<file path="config.mk">
export PLATFORM = sky130hd
export DESIGN_NAME = snake_body_reader
export DESIGN_NICKNAME = d
export VERILOG_FILES = /design/src/rtl/snake_pkg.sv /design/src/rtl/snake_step.sv /design/src/rtl/snake_body_reader.sv
export SDC_FILE = /design/constraint.sdc
export NUM_CORES = 1
export LEC_CHECK = 0
export CAP_MARGIN = 20
export CORE_MARGIN = 8
export CORE_UTILIZATION = 39
export DETAILED_ROUTE_END_ITERATION = 10
export SYNTH_ARGS = -nofsm -noshare
export SYNTH_HDL_FRONTEND = slang
export SYNTH_SLANG_ARGS = --single-unit
</file>
<file path="constraint.sdc">
create_clock -name clk -period 4.6 [get_ports clk]
set_input_delay 0.92 -clock clk [delete_from_list [all_inputs] [get_ports clk]]
set_output_delay 0.92 -clock clk [all_outputs]
set_load 0.02 [all_outputs]
</file>
<file path="src/rtl/snake_pkg.sv">
// Shared types for the snake game: direction codes, grid defaults and coordinate types.
package snake_pkg;

    typedef enum logic [1:0] {
        DIR_RIGHT = 2'd0,
        DIR_DOWN  = 2'd1,
        DIR_LEFT  = 2'd2,
        DIR_UP    = 2'd3
    } dir_t;

    localparam int GRID_W_DEF = 16;
    localparam int GRID_H_DEF = 16;
    localparam int X_W_DEF    = $clog2(GRID_W_DEF);
    localparam int Y_W_DEF    = $clog2(GRID_H_DEF);

    typedef logic [X_W_DEF-1:0] coord_x_t;
    typedef logic [Y_W_DEF-1:0] coord_y_t;

    typedef enum logic {
        ST_IDLE = 1'b0,
        ST_LAP  = 1'b1
    } rd_state_t;

endpackage

</file>
<file path="src/rtl/snake_step.sv">
// Moves one cell in a direction on a toroidal playfield; combinational.
module snake_step
    import snake_pkg::*;
#(
    parameter int GRID_W = GRID_W_DEF,
    parameter int GRID_H = GRID_H_DEF,
    localparam int XW = $clog2(GRID_W),
    localparam int YW = $clog2(GRID_H)
) (
    input  logic [XW-1:0] x,
    input  logic [YW-1:0] y,
    input  dir_t          dir,
    output logic [XW-1:0] nx,
    output logic [YW-1:0] ny
);

    localparam logic [XW-1:0] X_MAX = XW'(GRID_W - 1);
    localparam logic [YW-1:0] Y_MAX = YW'(GRID_H - 1);

    // Explicit edge compares so non-power-of-two grids wrap correctly too
    always_comb begin
        nx = x;
        ny = y;
        case (dir)
            DIR_RIGHT: nx = (x == X_MAX) ? '0 : x + XW'(1);
            DIR_DOWN:  ny = (y == Y_MAX) ? '0 : y + YW'(1);
            DIR_LEFT:  nx = (x == '0) ? X_MAX : x - XW'(1);
            DIR_UP:    ny = (y == '0) ? Y_MAX : y - YW'(1);
            default: begin
                nx = x;
                ny = y;
            end
        endcase
    end

endmodule

</file>
<file path="src/rtl/snake_body_reader.sv">
// Walks one lap of the direction shift register (recirculating it) and streams every
// body cell tail-first, flagging the first segment that lands on the query cell.
module snake_body_reader
    import snake_pkg::*;
#(
    parameter int WIDTH  = 2,
    parameter int DEPTH  = 234,
    parameter int GRID_W = 16,
    parameter int GRID_H = 16,
    parameter int LEN_W  = 8,
    localparam int XW = $clog2(GRID_W),
    localparam int YW = $clog2(GRID_H)
) (
    input  logic             clk,
    input  logic             rst,
    input  logic             start,
    input  logic [LEN_W-1:0] len,
    input  logic [XW-1:0]    tail_x,
    input  logic [YW-1:0]    tail_y,
    input  logic [XW-1:0]    qry_x,
    input  logic [YW-1:0]    qry_y,
    input  logic [WIDTH-1:0] sreg_out,
    output logic [WIDTH-1:0] sreg_in,
    output logic             sreg_step,
    output logic             busy,
    output logic             seg_valid,
    output logic [XW-1:0]    seg_x,
    output logic [YW-1:0]    seg_y,
    output logic             seg_tail,
    output logic             seg_head,
    output logic             done,
    output logic             hit,
    output logic [LEN_W-1:0] hit_idx
);

    localparam int CW = LEN_W + 2;
    localparam logic [LEN_W-1:0] LEN_MAX   = LEN_W'(DEPTH + 1);
    localparam logic [LEN_W-1:0] LAST_STEP = LEN_W'(DEPTH);

    rd_state_t        state_reg;
    logic [LEN_W-1:0] cnt_reg;
    logic [LEN_W-1:0] len_reg;
    logic [LEN_W-1:0] seg_idx_reg;
    logic [XW-1:0]    pos_x_reg, qry_x_reg, seg_x_reg;
    logic [YW-1:0]    pos_y_reg, qry_y_reg, seg_y_reg;
    logic             busy_reg, step_reg, seg_valid_reg, seg_tail_reg, seg_head_reg;
    logic             done_reg, hit_reg;
    logic [LEN_W-1:0] hit_idx_reg;

    logic [LEN_W-1:0] len_clamped;
    logic [XW-1:0]    next_x;
    logic [YW-1:0]    next_y;
    logic             entry_valid;
    logic             next_match;

    always_comb begin
        len_clamped = len;
        if (len == '0)
            len_clamped = LEN_W'(1);
        else if (len > LEN_MAX)
            len_clamped = LEN_MAX;
    end

    // Entry DEPTH-c is live when DEPTH-c <= len-2, i.e. c + len >= DEPTH + 2
    assign entry_valid = (CW'(cnt_reg) + CW'(len_reg)) >= CW'(DEPTH + 2);
    assign next_match  = (next_x == qry_x_reg) && (next_y == qry_y_reg);

    snake_step #(
        .GRID_W (GRID_W),
        .GRID_H (GRID_H)
    ) u_step (
        .x   (pos_x_reg),
        .y   (pos_y_reg),
        .dir (dir_t'(sreg_out)),
        .nx  (next_x),
        .ny  (next_y)
    );

    always_ff @(posedge clk) begin
        if (rst) begin
            state_reg     <= ST_IDLE;
            cnt_reg       <= '0;
            len_reg       <= '0;
            seg_idx_reg   <= '0;
            pos_x_reg     <= '0;
            pos_y_reg     <= '0;
            qry_x_reg     <= '0;
            qry_y_reg     <= '0;
            seg_x_reg     <= '0;
            seg_y_reg     <= '0;
            busy_reg      <= 1'b0;
            step_reg      <= 1'b0;
            seg_valid_reg <= 1'b0;
            seg_tail_reg  <= 1'b0;
            seg_head_reg  <= 1'b0;
            done_reg      <= 1'b0;
            hit_reg       <= 1'b0;
            hit_idx_reg   <= '0;
        end else begin
            done_reg      <= 1'b0;
            seg_valid_reg <= 1'b0;
            seg_tail_reg  <= 1'b0;
            seg_head_reg  <= 1'b0;
            case (state_reg)
                ST_IDLE: begin
                    if (start) begin
                        state_reg     <= ST_LAP;
                        cnt_reg       <= LEN_W'(1);
                        len_reg       <= len_clamped;
                        seg_idx_reg   <= LEN_W'(1);
                        pos_x_reg     <= tail_x;
                        pos_y_reg     <= tail_y;
                        qry_x_reg     <= qry_x;
                        qry_y_reg     <= qry_y;
                        busy_reg      <= 1'b1;
                        step_reg      <= 1'b1;
                        seg_valid_reg <= 1'b1;
                        seg_tail_reg  <= 1'b1;
                        seg_head_reg  <= (len_clamped == LEN_W'(1));
                        seg_x_reg     <= tail_x;
                        seg_y_reg     <= tail_y;
                        hit_reg       <= (tail_x == qry_x) && (tail_y == qry_y);
                        hit_idx_reg   <= '0;
                    end
                end
                ST_LAP: begin
                    if (entry_valid) begin
                        pos_x_reg     <= next_x;
                        pos_y_reg     <= next_y;
                        seg_x_reg     <= next_x;
                        seg_y_reg     <= next_y;
                        seg_valid_reg <= 1'b1;
                        seg_head_reg  <= (cnt_reg == LAST_STEP);
                        seg_idx_reg   <= seg_idx_reg + LEN_W'(1);
                        // Match is judged on the cell being emitted so the head counts by done
                        if (!hit_reg && next_match) begin
                            hit_reg     <= 1'b1;
                            hit_idx_reg <= seg_idx_reg;
                        end
                    end
                    if (cnt_reg == LAST_STEP) begin
                        state_reg <= ST_IDLE;
                        busy_reg  <= 1'b0;
                        step_reg  <= 1'b0;
                        done_reg  <= 1'b1;
                    end else begin
                        cnt_reg <= cnt_reg + LEN_W'(1);
                    end
                end
                default: state_reg <= ST_IDLE;
            endcase
        end
    end

    assign sreg_in   = step_reg ? sreg_out : '0;
    assign sreg_step = step_reg;
    assign busy      = busy_reg;
    assign seg_valid = seg_valid_reg;
    assign seg_x     = seg_x_reg;
    assign seg_y     = seg_y_reg;
    assign seg_tail  = seg_tail_reg;
    assign seg_head  = seg_head_reg;
    assign done      = done_reg;
    assign hit       = hit_reg;
    assign hit_idx   = hit_idx_reg;

endmodule

</file>
==> flow_metrics.py <==
metrics = {
    "yosys": {
        "synthCells": 397,
        "synth-edff-count": 0,
        "ys_types": 64,
        "synth-seq-cells": 55,
        "synthFlopType": "dfxtp_1",
        "yosysSeqAreaShare": 0.338,
        "synth.cell_area_mm2": 0.00326,
        "async_reset_ff_frac": 0,
        "syn_nets": 442,
        "synth_warnings": 0,
        "avgSynthCellArea_um2": 8.21,
    },
    "critical_path": {
        "critPathMaxFanout": 14,
        "r2r_slack_ps": 1480,
        "path_class": "in -> out",
        "arrival_ps": 2570,
        "worst_ep_required_time_ps": 3680,
        "critPathLaunchType": "input port",
        "worst_setup_path_end_kind": "output pin",
        "critPathMostFrequentCell": "clkdlybuf4s50_1",
        "crit_slowest_cell": "clkdlybuf4s50_1",
        "path_cells": "clkdlybuf4s50_1 -> and2_1 -> clkdlybuf4s50_1",
        "slowest_delay_ps": 830,
    },
    "die": {
        "initial_core_util": 0.399,
        "io_pins": 54,
        "die_w_um": 107,
        "die_h_um": 107,
        "die_area_mm2": 0.0115,
        "rows": 33,
        "core_area_mm2": 0.00818,
    },
    "place": {
        "gp_congestion": 0.917,
        "hpwl_um": 6610,
        "port_buffers": 53,
        "dpl_cell_area_mm2": 0.00386,
    },
    "drt": {
        "ant_nets": 0,
        "drt-initial-drc-count": 130,
        "vias": 2977,
        "routed_wl_um": 8590,
        "post_drt_wl_per_cell_um": 15.7,
        "drt_pass1_iterations": 4,
        "drc": 0,
        "viasPerCell": 5.44,
    },
    "clock_network": {
        "cts_made_buffers": 5,
        "clk_latency_ps": 320,
        "ctsResizeCount": 0,
        "clock-sinks": 55,
        "cts_buffer_depth": 2,
        "clock-root-buffer": "clkbuf_8",
        "htreeDepth": 2,
        "post_cts_buffers": 0,
        "hold_buffers": 0,
        "cts_tree": "done",
        "clk_transition_reported_paths_ps": 100,
    },
    "finish": {
        "nNetsFinal": 486,
        "post-route-util": 0.487,
        "drive_gt1_frac": 0.0656,
        "synthToLayoutAreaGrowth_pct": 22.2,
        "antenna_cells": 0,
        "fillers": 830,
        "fin_area_mm2": 0.00398,
    },
    "sta": {
        "post-route-min-period_ps": 3490,
        "setup_viol": 0,
        "max_slew_margin": 0.322,
        "skew_ps": 10.5,
        "final_max_slew_viol_count": 0,
        "rsz0062_at_grt": "no",
        "setup_tns_ps": 0,
        "hold_viol": 0,
        "tightest_slew_ps": 1020,
        "post-route-period-util": 0.760,
        "fmax_mhz": 286,
    },
    "grt": {
        "grt_pass1_vias": 2895,
        "antenna_found_initial": 0,
        "grt_pass1_wl_um": 14300,
        "grt_use_total": 0.151,
        "grt_overflow": 0,
        "grt_max_degree": 30,
    },
    "outcome": {
        "outcome": "completed",
    },
    "pwr": {
        "pwr_density_cell_mw_per_mm2": 271,
        "ir_worst_vdd_mv": 0.167,
        "p_leak_nw": 1.50,
    },
    "flow_run": {
        "max-cap-violations": 0,
    },
    "min_path": {
        "hold_class": "reg -> reg",
    },
}
-- cell usage in the layout (no fill, tap or decap), types with 3 or more instances in the layout --
cell type         n
clkbuf_8          6
o21ai_0          18
dfxtp_1          55
o221a_2           3
ha_1             15
nor4_1            5
or4_1             4
a21o_1            3
or3_1             4
nand3_1           6
and2_1            5
xnor2_1          10
xor2_1           17
o211ai_1          4
inv_1            14
nand2b_1          4
buf_4             6
nand4_1           7
a21oi_1          38
nor2_1           27
mux2i_1          11
nor3_1            7
a311oi_1          4
nand2_1          59
clkdlybuf4s50_1  53
o21a_1            5
a211oi_1          3
o31ai_1           3
-- cell type report --
type                            count  area [µm²]  area share
Clock buffer                        6        82.6      0.0207
Tap cell                          105         131      0.0330
Multi-Input combinational cell    306        2000       0.502
Sequential cell                    55        1100       0.277
Timing Repair Buffer               59         576       0.145
Inverter                           14        52.6      0.0132
Clock inverter                      2        38.8     0.00974
-- cells in the mapped netlist (all sizes together) (7+ instances only) --
cell type,instances,area [µm²]
xor2,17,149
mux2i,11,110
clkbuf,16,60.1
ha,15,188
nor2,27,101
nand2,59,221
xnor2,11,104
o21ai,20,100
a21oi,38,190
nor3,8,45.0
dfxtp,55,1100
inv,14,52.6
nand4,7,43.8
-- metal layers --
metal | wire length (µm) | track usage | vias to the layer above
met1 | 4070 | 0.197 | 1382
li1 | - | - | 1506
met3 | 569 | 0.0299 | 7
met2 | 3850 | 0.246 | 82
met4 | 102 | 0.0456 | 0
met5 | 0 | 0 | -
-- through the flow --
| step | cells | worst slack, ps | total power, mW | hold slack (ps) |
|---|---|---|---|---|
| CTS | 547 | 1100 | 1.09 | 467 |
| finish | 547 | 1110 | 1.08 | 463 |
| global route | 547 | 1010 | 1.13 | 483 |
| floorplan | 397 | 1950 | 0.659 | 436 |
| global placement | 539 | 1080 | 0.740 | 445 |
| detailed placement | 539 | 1040 | 0.741 | 453 |
-- critical path, delay by kind of cell --
family	cells	cell delay, ps
simple gates	1	210
buf+inv	2	1440
-- power by group --
| group | internal (mW) | total [mW] | leakage, nW | switching [mW] |
|---|---|---|---|---|
| Clock | 0.179 | 0.349 | 0.0618 | 0.169 |
| Sequential | 0.495 | 0.521 | 0.449 | 0.0261 |
| Combinational | 0.0990 | 0.209 | 0.994 | 0.110 |
-- path summary, 6_finish.rpt --
check | start | cells past startpoint | to
worst max register to register | cnt_reg[0] | 10 | seg_x[1]
worst max-delay path | sreg_out[1] | 3 | sreg_in[1]
worst min-delay path | len_reg[7] | 2 | len_reg[7]
worst min register to register | len_reg[7] | 2 | len_reg[7]
-- kinds of logic (layout without fill, tap and decap cells) --
family                     after synthesis  after routing  synth area share
xor gates and xnor gates                28             28            0.0776
adders and majority gates               16             16            0.0637
buffers and inverters                   36             81            0.0484
AOI/OAI and AO/OA                      105            105             0.217
and+or+nand+nor                        145            145             0.219
muxes                                   12             12            0.0373
DFF                                     55             55             0.338
No activity file was read; power rests on OpenSTA's default activity.
